## config.mk

```make
export PLATFORM = sky130hd
export DESIGN_NAME = nand_vector_sequencer
export DESIGN_NICKNAME = d
export VERILOG_FILES = /design/src/rtl/nand_vector_sequencer.sv
export SDC_FILE = /design/constraint.sdc
export NUM_CORES = 1
export LEC_CHECK = 0
export CAP_MARGIN = 20
export CORE_MARGIN = 4
export CORE_UTILIZATION = 45
export CTS_CLUSTER_DIAMETER = 200
export DETAILED_ROUTE_END_ITERATION = 8
export HOLD_SLACK_MARGIN = 0.1
export PLACE_DENSITY_LB_ADDON = 0.12
export SYNTH_ARGS = -nofsm -noshare
export SYNTH_HDL_FRONTEND = slang
export SYNTH_SLANG_ARGS = --single-unit
```

## constraint.sdc

```tcl
create_clock -name clk -period 1.8 [get_ports clk]
set_input_delay 0.27 -clock clk [delete_from_list [all_inputs] [get_ports clk]]
set_output_delay 0.27 -clock clk [all_outputs]
set_load 0.02 [all_outputs]
```

## src/rtl/nand_vector_sequencer.sv

```systemverilog
// Exhaustive self-test sequencer for a WIDTH-bit bitwise Nand array: drives every operand pair,
// waits SETTLE cycles, checks gate_out. Optional first-mismatch capture: FIRST_FAIL_CAPTURE_EN.
module nand_vector_sequencer #(
    parameter int WIDTH  = 4,
    parameter int SETTLE = 2
) (
    input  logic                 clk,
    input  logic                 reset,
    input  logic                 start,
    output logic [WIDTH-1:0]     op_a,
    output logic [WIDTH-1:0]     op_b,
    input  logic [WIDTH-1:0]     gate_out,
    output logic                 busy,
    output logic                 done,
    output logic                 pass,
    output logic [2*WIDTH:0]     err_count,
    output logic [2*WIDTH-1:0]   fail_vec,
    output logic                 fail_valid
);

    localparam int IW          = 2 * WIDTH;
    localparam int CW          = (SETTLE > 1) ? $clog2(SETTLE + 1) : 1;
    localparam int SETTLE_LOAD = (SETTLE > 0) ? SETTLE - 1 : 0;

    typedef enum logic [2:0] {
        ST_IDLE,
        ST_APPLY,
        ST_SETTLE,
        ST_CHECK,
        ST_DONE
    } state_t;

    state_t          state;
    logic [IW-1:0]   idx;
    logic [CW-1:0]   settle_cnt;
    logic            mismatch;

    // Only meaningful in CHECK; gate_out may be X elsewhere.
    assign mismatch = (gate_out != ~(op_a & op_b));

`ifdef FIRST_FAIL_CAPTURE_EN
    always_ff @(posedge clk or posedge reset) begin
        if (reset) begin
            fail_vec   <= '0;
            fail_valid <= 1'b0;
        end else if (state == ST_IDLE && start) begin
            fail_vec   <= '0;
            fail_valid <= 1'b0;
        end else if (state == ST_CHECK && mismatch && !fail_valid) begin
            fail_vec   <= {op_a, op_b};
            fail_valid <= 1'b1;
        end
    end
`else
    assign fail_vec   = '0;
    assign fail_valid = 1'b0;
`endif

    always_ff @(posedge clk or posedge reset) begin
        if (reset) begin
            state      <= ST_IDLE;
            op_a       <= '0;
            op_b       <= '0;
            busy       <= 1'b0;
            done       <= 1'b0;
            pass       <= 1'b0;
            err_count  <= '0;
            idx        <= '0;
            settle_cnt <= '0;
        end else begin
            case (state)
                ST_IDLE: begin
                    done <= 1'b0;
                    if (start) begin
                        err_count <= '0;
                        pass      <= 1'b0;
                        idx       <= '0;
                        busy      <= 1'b1;
                        state     <= ST_APPLY;
                    end
                end
                ST_APPLY: begin
                    op_a       <= idx[IW-1:WIDTH];
                    op_b       <= idx[WIDTH-1:0];
                    settle_cnt <= CW'(SETTLE_LOAD);
                    state      <= (SETTLE == 0) ? ST_CHECK : ST_SETTLE;
                end
                ST_SETTLE: begin
                    if (settle_cnt == '0)
                        state <= ST_CHECK;
                    else
                        settle_cnt <= settle_cnt - 1'b1;
                end
                ST_CHECK: begin
                    if (mismatch)
                        err_count <= err_count + 1'b1;
                    if (&idx) begin
                        busy  <= 1'b0;
                        state <= ST_DONE;
                    end else begin
                        idx   <= idx + 1'b1;
                        state <= ST_APPLY;
                    end
                end
                ST_DONE: begin
                    // err_count is final here; the last CHECK update has landed.
                    done  <= 1'b1;
                    pass  <= (err_count == '0);
                    busy  <= 1'b0;
                    state <= ST_IDLE;
                end
                default: state <= ST_IDLE;
            endcase
        end
    end

endmodule

```

**After elaboration in Yosys (flattened, before gate mapping)**

Cells that the tools add are included.

- Bits of input ports: 7
- ROM bits: 0
- Word-level logic and storage cells: 57
- Bits in registers: 33
- Memory bits (writable): 0
- Bits in latches: 0
- Memories kept: 0
- Output and inout port bits: 29

- $mul: 0
- Equality and inequality tests: 11
- Magnitude comparators: 0
- Shift-type cells: 0
- Reduce and logical (&&, ||, !) cells: 14
- Bitwise gates (word level): 2
- Div/mod/pow operators: 0
- Muxes and demuxes: 18
- $add $sub $neg: 3

Operators with widths:

| cell | count |
|---|---|
| $mux W9 | 2 |
| $pmux W9 S2 | 1 |
| $mux W8 | 2 |
| $pmux W8 S2 | 1 |
| $ne A2 B2 Y1 const B | 6 |
| $pmux W3 S4 | 1 |
| $add A9 B1 Y9 const B | 1 |
| $logic_not A9 Y1 | 1 |
| $mux W3 | 3 |
| $reduce_and A3 Y1 | 3 |
| $add A8 B1 Y8 const B | 1 |
| $reduce_and A8 Y1 | 1 |
| $eq A3 B2 Y1 const B | 2 |
| $reduce_and A2 Y1 | 3 |
| $reduce_bool A2 Y1 | 3 |
| $and A4 B4 Y4 | 1 |
| $ne A4 B4 Y1 | 1 |
| $not A4 Y4 | 1 |
| $pmux W1 S2 | 2 |
| $pmux W2 S2 | 1 |
| $eq A3 B1 Y1 const B | 1 |
| $eq A3 B3 Y1 const B | 1 |
| $logic_not A3 Y1 | 1 |
| $mux W1 | 3 |
| other kinds (5) | 5 |

**Longest topological paths before layout**

- Depth in word-level cells: 5
- Mapped depth: 7
- Gate-level depth less buffers: 7

**Worst setup path before layout**

No wires, ideal clock.

- Path type: flip-flop to flip-flop
- Start point: reg idx[0]
- End point: reg idx[2]
- Buffers on the path: 0
- Slack: 0.175 ns
- Data arrival time: 1.501 ns
- Required time: 1.676 ns
- Stages on the path, launching flop included: 7
- Setup time: 0.124 ns
- Clock period less this slack: 1.625 ns
- Path through: dfrtp_1 > ha_1 > and3_1 > and3_4 > nand3_4 > o21ai_4 > a211o_2

- Cells in the longest elaborated chain, start to end: 3
- Elaborated cells between the ends (all ways): 6
- Those cells by class: add/sub (1); eq/ne (1); mux (2); reduce/logical (2)

Ends and longest elaborated chain:

| element | line | text |
|---|---|---|
| start, declared | 34 | `logic [IW-1:0] idx;` |
| start signal, assigned | 101 | `idx <= idx + 1'b1;` |
| $add A8 B1 Y8 or $reduce_and A8 Y1 (tied branches) | 101, 97 |  |
| $mux W8 or $ne A2 B2 Y1 (tied branches) | n/a |  |
| $pmux W8 S2 or $reduce_and A3 Y1 (tied branches) | n/a |  |

Several ways; a longest one is shown, not always the timed one. The select of a mux whose other input is x is not followed.
A chain may end at the register's enable or synchronous reset.

**Final worst setup path**

- Start point: reg idx[1]
- End point: reg idx[5]

The elaborated chain is that of the path after synthesis.

==> metrics.txt <==
CTS tree built; CP Class flip-flop to flip-flop; total routed wirelength 3.813 mm; RSZ-0062 raised after global routing false; grt ovf 0; FMAX 584.0 MHz; R2R depth 6; min cycle time layout 1.712 ns; width of the die 71.76 µm; Worst Path Max Fanout 7; CTS buffer count 5; Inst Count DP 251; Non-Filler Instances 259; CP cell instances ha_1 > and3_1 > and3_4 > nand3_4 > o21ai_4 > a211o_2; fraction of layout cells with a size suffix above 1 18.48%; Nets 221; critical path's slowest cell dfrtp_1; Critical Path Max Stage Delay 0.41 ns; #FFs+latches synth 33; pin count of the biggest net entering global routing 34; critical path arrival 1.89 ns; peak supply drop 0.0007686 V; Worst Skew 0.005161 ns; TritonCTS Sinks 33; n_diodes 0; Synth async-reset ratio 100.0%; PortBufs 26; Initial Util 48.16%; cts hold-fix bufs 0; Synth Flop Type dfrtp_1; hold slack 0.3716 ns; cells after synthesis 177; Area Overhead vs Synth 23.19%; vias in the first global route 1437; Mean Syn Cell Area 10.33 µm²; # H-tree levels 2; total power 2.896 mW; worst path required time 1.97 ns; setup violators final 0; Detailed Place HPWL 2.693 mm; Pre-antenna DRT Iters 4; clock-pin slew on the worst setup and hold paths 0.07 ns; yosys warns 0; met2 global-route usage 25.71%; root buf cell clkbuf_8; Setup crit start kind flip-flop; routed len/inst 14.72 µm; core box area 3799 µm²; Antenna Nets Post-Route 0; # rows 22; Clock Path Buffers 2; Setup Fix Bufs, Post-CTS 0; Slew Limit Fails 0; setup TNS 0 ns; Mapped Area 1829 µm²; Synth cell types 45; status finished, final reports clean; initial DRC count 50; die height 71.76 µm; Overall Global Routing Usage 16.33%; number of flops mapped to enable cells by yosys 0; Finished Cell Area 2253 µm²; Post-route DRC 0; Final Wtd Congestion 0.7696; Tcrit/Tclk final 95.13%; die area 5149 µm²; Max Cap Violations 0; Setup crit end kind flip-flop; global-route wire length before repair 6.603 mm; Power Density 1285 nW/µm²; Via density 5.467; grt met1 use 21.16%; dpl cell area 2151 µm²; gr busiest metal met2; Fin. Hold Viols 0; Leakage 1.057 nW; clock latency at the later pin of the worst-skew pair 0.28 ns; GR Layer Usage met3 3.787%; Worst Hold Class input port to asynchronous set/reset pin; via count 1416; initial antenna violation count 0; number of I/O pins 36; sequential share of the synthesized area 45.14%
power by group:
group / switching (mW) / internal, mW
clock network: 0.266 / 0.345
logic: 0.638 / 0.558
registers: 0.199 / 0.890
total: 1.10 / 1.79
through the flow:
stage	utilization, %	setup WS, ns
final	59.32	0.08758
after global routing	59.32	0.03558
after CTS	59.29	0.08014
after detailed placement	56.62	0.04669
after global placement	56.62	0.08187
after floorplan	-	0.1751
Yosys cell counts, types with 3 or more instances:
cell type	n	area, µm²
nor2_1	9	33.78
mux2_2	9	101.4
a21oi_1	7	35.03
o21ai_0	7	35.03
nand2_1	13	48.80
a31oi_1	11	68.82
a21o_1	5	37.54
ha_1	4	50.05
nand3_1	4	20.02
xnor2_1	6	52.55
a31o_2	3	26.28
buf_4	9	67.56
inv_1	7	26.28
dfrtp_1	33	825.8
buf_2	6	30.03
and3_1	7	43.79
worst max-delay path, delay by kind of cell, from the launching register on:
kind	cells	cell delay [ns]
and+or+nand+nor	3	0.54
adders and majority gates	1	0.22
DFF	1	0.41
AOI/OAI and AO/OA	2	0.44
cells in the final DEF (no fill, tap or decap), types with 2 or more instances in the layout:
master,n
a31o_2,3
o21a_1,2
a21o_1,5
a41oi_1,2
xnor2_1,6
inv_1,7
conb_1,9
nand3b_1,2
nor3b_1,2
nor2_1,9
nand2_1,13
nor4_1,2
nand3_1,4
nand4_1,2
clkbuf_8,7
a21oi_1,7
buf_4,7
a31oi_1,11
mux2_2,9
ha_1,4
a211o_2,2
o21ai_0,7
and3_1,7
nor3_1,2
dfrtp_1,33
clkdlybuf4s50_1,26
repair_timing:
item / 4_1_cts / 5_1_grt
setup endpoints to repair: 0 / 7
hold endpoints to repair: 0 / 0
resized for setup: 0 / 1
cell type report:
class	instances	area [µm²]
multi-input cells	129	907.1
clock buffers	7	96.34
inverters	7	26.28
clock inverters	1	5.005
repair buffers	34	332.8
well taps	48	60.06
fillers	333	1545
flip-flops and latches	33	825.8
flip-flops by register name (all words and copies together), names as in the netlist:
register,cells
op_b,4
idx,8
pass,1
err_count,9
state,3
done,1
busy,1
op_a,4
settle_cnt,2
kinds of logic (layout without fill, tap and decap cells):
kind of cell | Yosys count | in the layout | share of synthesized area (%)
DFF | 33 | 33 | 45.14
other | 1 | 9 | 0.2050
muxes | 10 | 10 | 6.088
buffers and inverters | 23 | 49 | 6.977
and+or+nand+nor | 53 | 53 | 17.58
xor gates and xnor gates | 7 | 7 | 3.352
adders and majority gates | 4 | 4 | 2.736
AOI/OAI and AO/OA | 46 | 46 | 17.92
path summary, 6_finish.rpt:
kind | start | slack (ns) | end
max | idx[1]$_DFFE_PP0P_ | 0.09 | idx[5]$_DFFE_PP0P_
min | reset | 0.37 | settle_cnt[1]$_DFFE_PP0P_
max reg2reg | idx[1]$_DFFE_PP0P_ | 0.09 | idx[5]$_DFFE_PP0P_
min reg2reg | pass$_DFFE_PP0P_ | 0.48 | pass$_DFFE_PP0P_
max in group asynchronous | reset | 1.13 | err_count[7]$_DFFE_PP0P_
min in group clk | pass$_DFFE_PP0P_ | 0.48 | pass$_DFFE_PP0P_
metal layers:
layer | vias up | part of all wire [%]
met1 | 682 | 47
met3 | 4 | 3.9
met2 | 38 | 47
met4 | 0 | 1.4
li1 | 692 | -
met5 | - | 0
No activity file was read; power rests on OpenSTA's default activity.
